**src/rtl/hsio_pkg.sv**
```systemverilog
// Shared types and widths for the HSIO pad arbiter.
// Holds the FSM state encoding and the parameter legality check used at elaboration.
package hsio_pkg;

    localparam int unsigned TURN_W = 4;
    localparam int unsigned HOLD_W = 8;

    typedef enum logic [1:0] {
        IDLE = 2'd0,
        TURN = 2'd1,
        OWN  = 2'd2
    } state_t;

    function automatic bit params_ok(input int unsigned nreq,
                                     input int unsigned turn_cyc,
                                     input int unsigned max_hold);
        return (nreq >= 2) && (nreq <= 8) &&
               (turn_cyc >= 1) && (turn_cyc <= 15) &&
               (max_hold >= 2) && (max_hold <= 255);
    endfunction

endpackage

```
**src/rtl/hsio_rr_pick.sv**
```systemverilog
// Rotating-priority picker: first set request at or above ptr, wrapping.
// Purely combinational; the caller registers whatever it keeps.
module hsio_rr_pick #(
    parameter int unsigned NREQ  = 4,
    parameter int unsigned IDX_W = 2
) (
    input  logic [NREQ-1:0]  req,
    input  logic [IDX_W-1:0] ptr,
    output logic [IDX_W-1:0] winner_c,
    output logic             valid_c
);

    always_comb begin
        int unsigned j;
        j        = 0;
        winner_c = '0;
        valid_c  = 1'b0;
        for (int unsigned i = 0; i < NREQ; i++) begin
            j = (32'(ptr) + i) % NREQ;
            if (!valid_c && req[IDX_W'(j)]) begin
                valid_c  = 1'b1;
                winner_c = IDX_W'(j);
            end
        end
    end

endmodule

```
**src/rtl/hsio_pad_arbiter.sv**
```systemverilog
// Round-robin owner arbitration for one bidirectional pad, with bounded hold
// and a forced high-Z gap between consecutive drivers.
module hsio_pad_arbiter
    import hsio_pkg::*;
#(
    parameter int unsigned NREQ     = 4,
    parameter int unsigned TURN_CYC = 2,
    parameter int unsigned MAX_HOLD = 16
) (
    input  logic            clk,
    input  logic            rst,
    input  logic [NREQ-1:0] req,
    input  logic [NREQ-1:0] req_do,
    input  logic [NREQ-1:0] req_oe,
    output logic [NREQ-1:0] gnt,
    output logic            pad_do,
    output logic            pad_t,
    input  logic            pad_di,
    output logic            rd_data,
    output logic            busy
);

    localparam int unsigned IDX_W = $clog2(NREQ);

    if (!params_ok(NREQ, TURN_CYC, MAX_HOLD)) begin : g_param_err
        $error("hsio_pad_arbiter: parameter out of range");
    end

    state_t            state, state_nxt;
    logic [TURN_W-1:0] turn_cnt, turn_nxt;
    logic [HOLD_W-1:0] hold_cnt, hold_nxt;
    logic [IDX_W-1:0]  winner, winner_nxt;
    logic [IDX_W-1:0]  rr_ptr, rr_nxt;
    logic [IDX_W-1:0]  ptr_after, pick_ptr, pick_idx_c;
    logic [NREQ-1:0]   win_oh, others, pick_req, gnt_nxt;
    logic              pick_valid_c, release_own;

    assign win_oh      = NREQ'(1) << winner;
    assign others      = req & ~win_oh;
    assign ptr_after   = (32'(winner) == NREQ - 1) ? '0 : winner + IDX_W'(1);
    assign release_own = !req[winner] ||
                         ((hold_cnt >= HOLD_W'(MAX_HOLD - 1)) && (|others));

    // On release the current owner is excluded and the search starts just past it.
    assign pick_req = (state == OWN) ? others : req;
    assign pick_ptr = (state == OWN) ? ptr_after : rr_ptr;

    hsio_rr_pick #(
        .NREQ  (NREQ),
        .IDX_W (IDX_W)
    ) u_pick (
        .req      (pick_req),
        .ptr      (pick_ptr),
        .winner_c (pick_idx_c),
        .valid_c  (pick_valid_c)
    );

    always_comb begin
        state_nxt  = state;
        turn_nxt   = turn_cnt;
        hold_nxt   = hold_cnt;
        winner_nxt = winner;
        rr_nxt     = rr_ptr;
        gnt_nxt    = '0;
        unique case (state)
            IDLE: begin
                if (pick_valid_c) begin
                    winner_nxt = pick_idx_c;
                    turn_nxt   = TURN_W'(TURN_CYC);
                    state_nxt  = TURN;
                end
            end
            TURN: begin
                if (!req[winner]) begin
                    state_nxt = IDLE;
                end else if (turn_cnt == TURN_W'(1)) begin
                    hold_nxt  = '0;
                    state_nxt = OWN;
                end else begin
                    turn_nxt = turn_cnt - TURN_W'(1);
                end
            end
            OWN: begin
                if (release_own) begin
                    rr_nxt = ptr_after;
                    if (pick_valid_c) begin
                        winner_nxt = pick_idx_c;
                        turn_nxt   = TURN_W'(TURN_CYC);
                        state_nxt  = TURN;
                    end else begin
                        state_nxt = IDLE;
                    end
                end else if (hold_cnt < HOLD_W'(MAX_HOLD)) begin
                    hold_nxt = hold_cnt + HOLD_W'(1);
                end
            end
            default: state_nxt = IDLE;
        endcase
        if (state_nxt == OWN) begin
            gnt_nxt = NREQ'(1) << winner_nxt;
        end
    end

    // Pad controls follow the registered grant, so a driver is only ever enabled one cycle after its grant.
    always_ff @(posedge clk) begin
        if (rst) begin
            state    <= IDLE;
            turn_cnt <= '0;
            hold_cnt <= '0;
            winner   <= '0;
            rr_ptr   <= '0;
            gnt      <= '0;
            pad_t    <= 1'b1;
            pad_do   <= 1'b0;
            rd_data  <= 1'b0;
            busy     <= 1'b0;
        end else begin
            state    <= state_nxt;
            turn_cnt <= turn_nxt;
            hold_cnt <= hold_nxt;
            winner   <= winner_nxt;
            rr_ptr   <= rr_nxt;
            gnt      <= gnt_nxt;
            pad_t    <= ~(|(gnt & req_oe));
            pad_do   <= |(gnt & req_do & req_oe);
            rd_data  <= pad_di;
            busy     <= (state_nxt != IDLE);
        end
    end

endmodule
```
**config.mk**
```make
export PLATFORM = sky130hd
export DESIGN_NAME = hsio_pad_arbiter
export DESIGN_NICKNAME = d
export VERILOG_FILES = /design/src/rtl/hsio_pkg.sv /design/src/rtl/hsio_rr_pick.sv /design/src/rtl/hsio_pad_arbiter.sv
export SDC_FILE = /design/constraint.sdc
export NUM_CORES = 1
export LEC_CHECK = 0
export BUFFER_PORTS_ARGS = -buffer_cell sky130_fd_sc_hd__buf_2
export CORE_AREA = 2 2 61 52
export DETAILED_ROUTE_END_ITERATION = 12
export DIE_AREA = 0 0 63 54
export GPL_TIMING_DRIVEN = 0
export PLACE_DENSITY_LB_ADDON = 0.08
export SETUP_SLACK_MARGIN = 0.4
export SLEW_MARGIN = 20
export SYNTH_ARGS = -nofsm -noshare
export SYNTH_HDL_FRONTEND = slang
export SYNTH_HIERARCHICAL = 1
export SYNTH_SLANG_ARGS = --single-unit
```
**constraint.sdc**
```tcl
create_clock -name clk -period 6.5 [get_ports clk]
set_clock_uncertainty 0.15 [all_clocks]
set_input_delay 0.65 -clock clk [delete_from_list [all_inputs] [get_ports clk]]
set_output_delay 0.65 -clock clk [all_outputs]
set_load 0.02 [all_outputs]
```
==> flow_summary.html <==
<table>
<tr><th>Metric</th><th>Value</th></tr>
<tr><th colspan="2">Finish</th></tr>
<tr><td>Number of antenna diodes</td><td>0</td></tr>
<tr><td>Highest-count cells in the layout ignoring fill and taps</td><td>sky130_fd_sc_hd__dfxtp_1, sky130_fd_sc_hd__buf_2, sky130_fd_sc_hd__inv_1</td></tr>
<tr><td>Post-Layout Cell Count</td><td>218</td></tr>
<tr><td>Layout cells sized above 1</td><td>20.2%</td></tr>
<tr><td>Commonest non-fill, non-tap cell in the layout</td><td>sky130_fd_sc_hd__dfxtp_1</td></tr>
<tr><td>Final Net Count</td><td>201</td></tr>
<tr><td>Layout Cell Area excl Fill</td><td>around 0.0016 mm2</td></tr>
<tr><td>Area growth, synth to finish</td><td>15.3%</td></tr>
<tr><th colspan="2">Global route</th></tr>
<tr><td>Layer with the highest usage</td><td>met2</td></tr>
<tr><td>Maximum number of pins on one net before global-route repair</td><td>16</td></tr>
<tr><td>All-Layer GR Usage</td><td>between 10% and 20%</td></tr>
<tr><td>Met3 track utilization from global routing</td><td>4.39%</td></tr>
<tr><td>First-pass GRT wire length</td><td>4660 um</td></tr>
<tr><td>Global-route met2 utilization</td><td>a little under a third</td></tr>
<tr><td>Number of antenna violations at the first check in global routing</td><td>0</td></tr>
<tr><td>Total gr overflow</td><td>0</td></tr>
<tr><td>Met1 Resource Use GR</td><td>21.6%</td></tr>
<tr><td>Via count of the first global-routing pass</td><td>1075</td></tr>
<tr><th colspan="2">Synthesis</th></tr>
<tr><td>Parity-gate share of the synthesized area counting xor and xnor cells</td><td>1.94%</td></tr>
<tr><td>EDFF count, synth</td><td>0</td></tr>
<tr><td>Syn Nets</td><td>roughly 180</td></tr>
<tr><td>Fraction of the mapped netlist area in simple logic gates</td><td>roughly 25%</td></tr>
<tr><td>Most common flop cell mapped by yosys</td><td>sky130_fd_sc_hd__dfxtp_1</td></tr>
<tr><td>Warning count from the yosys run</td><td>6</td></tr>
<tr><td>Combinational family with the most area after synthesis</td><td>simple AND/OR/NAND/NOR gates</td></tr>
<tr><td>Synthesized area divided by synthesized cell count</td><td>8.87 um2</td></tr>
<tr><td>Synthesized flop and latch total</td><td>26</td></tr>
<tr><td>Sequential fraction of the synthesis area</td><td>38.3%</td></tr>
<tr><td>Synth cell types</td><td>46</td></tr>
<tr><td>Summed instance area of the synthesized netlist</td><td>around 0.0014 mm2</td></tr>
<tr><td>Gate count of the mapped netlist</td><td>153</td></tr>
<tr><td>Post-synthesis adder-cell area fraction</td><td>6.45%</td></tr>
<tr><td>Mux cell area share after synthesis</td><td>3.13%</td></tr>
<tr><td>Ys async rst share</td><td>0%</td></tr>
<tr><td>Share of the synthesized area in compound gates (AO/OA/AOI/OAI)</td><td>20.8%</td></tr>
<tr><th colspan="2">Timing</th></tr>
<tr><td>Count of final max-slew check failures</td><td>0</td></tr>
<tr><td>Minimum clock period after layout</td><td>2.50 ns</td></tr>
<tr><td>Final period util</td><td>38.5%</td></tr>
<tr><td>Relative slew margins</td><td>67.4%</td></tr>
<tr><td>Unrepaired setup endpoints after global routing</td><td>false</td></tr>
<tr><td>Endpoints failing hold</td><td>0</td></tr>
<tr><td>Setup TNS</td><td>0 ns</td></tr>
<tr><td>Number of setup violations in the final report</td><td>0</td></tr>
<tr><td>Fmax achieved</td><td>0.399 GHz</td></tr>
<tr><td>Tightest Pin Transition</td><td>0.485 ns</td></tr>
<tr><th colspan="2">Setup path</th></tr>
<tr><td>Critical Path Source</td><td>winner[0]$_SDFF_PP0_</td></tr>
<tr><td>Startpoint of the worst-slack reg-to-reg timing path</td><td>winner[0]$_SDFF_PP0_</td></tr>
<tr><td>Worst Setup Start Kind</td><td>register</td></tr>
<tr><td>Worst EP arrival</td><td>2.62 ns</td></tr>
<tr><td>Register-to-Register Path Depth</td><td>8</td></tr>
<tr><td>R2R Setup Slk</td><td>about 4.0 ns</td></tr>
<tr><td>Worst setup path endpoint</td><td>winner[0]$_SDFF_PP0_</td></tr>
<tr><td>CP Max Fanout</td><td>9</td></tr>
<tr><td>CP Data Required Time</td><td>6.61 ns</td></tr>
<tr><td>Endpoint of the worst register-to-register path</td><td>winner[0]$_SDFF_PP0_</td></tr>
<tr><td>Critical Setup Path Class</td><td>register to register</td></tr>
<tr><td>Crit path capture type</td><td>register</td></tr>
<tr><th colspan="2">Pwr</th></tr>
<tr><td>Internal portion of total power</td><td>0.244 mW</td></tr>
<tr><td>Worst voltage drop across the vdd grid</td><td>0.0960 mV</td></tr>
<tr><td>Power density relative to cell area</td><td>205 mW/mm2</td></tr>
<tr><td>Clock power frac</td><td>34.4%</td></tr>
<tr><td>Relative contribution of combinational cells to total power</td><td>13.3%</td></tr>
<tr><td>Leakage power figure</td><td>0.637 nW</td></tr>
<tr><td>Switching Fraction</td><td>24.0%</td></tr>
<tr><td>Net switching component of the power</td><td>0.0770 mW</td></tr>
<tr><td>Proportion of power drawn by flip-flops and latches</td><td>52.3%</td></tr>
<tr><th colspan="2">Drt</th></tr>
<tr><td>Wirelength per Cell</td><td>approximately 13 um</td></tr>
<tr><td>Number of remaining DRC errors</td><td>0</td></tr>
<tr><td>Via density</td><td>5.33</td></tr>
<tr><td>Via count</td><td>1162</td></tr>
<tr><td>Iteration-0 DRC count of the detailed router</td><td>32</td></tr>
<tr><td>DRT Wirelength</td><td>2760 um</td></tr>
<tr><td>Number of iterations in the first detailed-routing pass</td><td>4</td></tr>
<tr><td>Final ANT Viol Nets</td><td>0</td></tr>
<tr><th colspan="2">Placement</th></tr>
<tr><td>PortBufs</td><td>21</td></tr>
<tr><td>HPWL after DPL</td><td>2180 um</td></tr>
<tr><td>Area post-placement</td><td>around 0.0015 mm2</td></tr>
<tr><td>Instance count after placement with tap cells included</td><td>roughly 210</td></tr>
<tr><td>GP Congestion</td><td>0.839</td></tr>
<tr><th colspan="2">Floorplanning</th></tr>
<tr><td>Number of placement rows</td><td>18</td></tr>
<tr><td>Core region area</td><td>about 0.0029 mm2</td></tr>
<tr><td>Starting Density</td><td>a little under half</td></tr>
<tr><td>Horizontal die dimension</td><td>63 um</td></tr>
<tr><td>Area enclosed by the die boundary</td><td>roughly 0.0034 mm2</td></tr>
<tr><td>Vertical die dimension</td><td>54 um</td></tr>
<tr><td>Ports</td><td>23</td></tr>
<tr><th colspan="2">CTS</th></tr>
<tr><td>H-tree depth</td><td>1</td></tr>
<tr><td>CTS Root Cell</td><td>sky130_fd_sc_hd__clkbuf_4</td></tr>
<tr><td>Sink Count</td><td>26</td></tr>
<tr><td>Post-cts sizing count</td><td>0</td></tr>
<tr><td>Maximum buffer depth of the clock tree</td><td>2</td></tr>
<tr><td>Worst-path clk slew</td><td>0.14 ns</td></tr>
<tr><td>Post-CTS Setup Inserts</td><td>0</td></tr>
<tr><td>Clock tree from TritonCTS</td><td>done</td></tr>
<tr><td>TritonCTS Buffers</td><td>3</td></tr>
<tr><td>Clock network latency to the later pin of the worst-skew pair</td><td>0.33 ns</td></tr>
<tr><td>Post-CTS Hold Buffers</td><td>0</td></tr>
<tr><th colspan="2">Run status</th></tr>
<tr><td>Run status</td><td>finished, final reports clean</td></tr>
<tr><th colspan="2">Hold path</th></tr>
<tr><td>HP Class</td><td>register to register</td></tr>
<tr><th colspan="2">Run</th></tr>
<tr><td>Number of max-cap violations</td><td>0</td></tr>
</table>
-- cell type report --
cell class	count	area, um2
Clock inverter	1	30.0
Clock buffer	3	22.5
Inverter	12	45.0
Buffer	3	12.5
Tap cell	40	50.0
Fill cell	282	1290
Sequential cell	26	520
Timing Repair Buffer	21	105
Multi-Input combinational cell	112	779
-- routing by layer --
| layer | routed length [um] | part of all wire (%) |
|---|---|---|
| met1 | 1320 | 48 |
| met2 | 1240 | 45 |
| met3 | 159 | 5.8 |
| met4 | 35 | 1.3 |
| met5 | 0 | 0 |
-- worst max-delay path, stage by stage (launching register included) --
cell and delay, ns:
sky130_fd_sc_hd__dfxtp_1 0.54, sky130_fd_sc_hd__inv_1 0.16, sky130_fd_sc_hd__ha_1 0.24, sky130_fd_sc_hd__a21boi_0 0.41, sky130_fd_sc_hd__inv_1 0.12, sky130_fd_sc_hd__nand3_1 0.14
sky130_fd_sc_hd__nand2b_1 0.13, sky130_fd_sc_hd__a21oi_2 0.32, sky130_fd_sc_hd__mux2i_1 0.22
-- power groups by stage --
stage / clock network (mW) / logic, mW / registers, mW
detailed placement: 0 / 0.0426 / 0.171
finish: 0.110 / 0.0427 / 0.168
CTS: 0.115 / 0.0428 / 0.168
floorplan: 0 / 0.0291 / 0.172
global route: 0.121 / 0.0483 / 0.169
global placement: 0 / 0.0413 / 0.171
-- cells by family after synthesis --
kind of cell | count (synthesis)
flops | 26
mux | 3
simple gates | 61
xor+xnor | 3
buf+inv | 15
fa+ha+maj | 7
compound gates | 38
-- worst min-delay path by stage --
| stage | from | cells past startpoint | endpoint | slack, ns |
|---|---|---|---|---|
| global placement | hold_cnt[6]$_SDFFE_PP0P_ | 1 | hold_cnt[6]$_SDFFE_PP0P_ | 0.29 |
| floorplan | hold_cnt[7]$_SDFFE_PP0P_ | 1 | hold_cnt[7]$_SDFFE_PP0P_ | 0.28 |
| CTS | hold_cnt[7]$_SDFFE_PP0P_ | 1 | hold_cnt[7]$_SDFFE_PP0P_ | 0.33 |
| finish | hold_cnt[6]$_SDFFE_PP0P_ | 1 | hold_cnt[6]$_SDFFE_PP0P_ | 0.33 |
| detailed placement | hold_cnt[7]$_SDFFE_PP0P_ | 1 | hold_cnt[7]$_SDFFE_PP0P_ | 0.30 |
| global route | hold_cnt[3]$_SDFFE_PP0P_ | 2 | hold_cnt[3]$_SDFFE_PP0P_ | 0.36 |
-- per-stage QoR --
step           hold WS, ns  util (%)  setup slack [ns]  total power [mW]
2_1_floorplan        0.281         -              4.43             0.201
3_3_place_gp         0.295      52.9              4.12             0.213
3_5_place_dp         0.298      52.9              4.03             0.214
4_1_cts              0.332      54.7              4.00             0.326
5_1_grt              0.361      54.7              3.78             0.338
6_report             0.327      54.7              4.00             0.321
-- state kept, by name (all words and copies together), names as in the netlist --
register and count:
busy 1, rd_data 1, winner 2, hold_cnt 8, pad_t 1, gnt 4
rr_ptr 2, turn_cnt 4, state 2, pad_do 1
-- cells in the mapped netlist, types with 4 or more instances --
library cell,instances,area [um2]
sky130_fd_sc_hd__a21boi_0,4,30.0
sky130_fd_sc_hd__a21oi_1,10,50.1
sky130_fd_sc_hd__dfxtp_1,26,521
sky130_fd_sc_hd__ha_1,7,87.6
sky130_fd_sc_hd__inv_1,11,41.3
sky130_fd_sc_hd__nand2_1,8,30.0
sky130_fd_sc_hd__nand2b_1,7,43.8
sky130_fd_sc_hd__nand3_1,8,40.0
sky130_fd_sc_hd__nor2_1,6,22.5
sky130_fd_sc_hd__nor2b_1,6,37.5
sky130_fd_sc_hd__nor3_1,9,45.0
sky130_fd_sc_hd__o21ai_0,5,25.0
No activity file was read; power rests on OpenSTA's default activity.
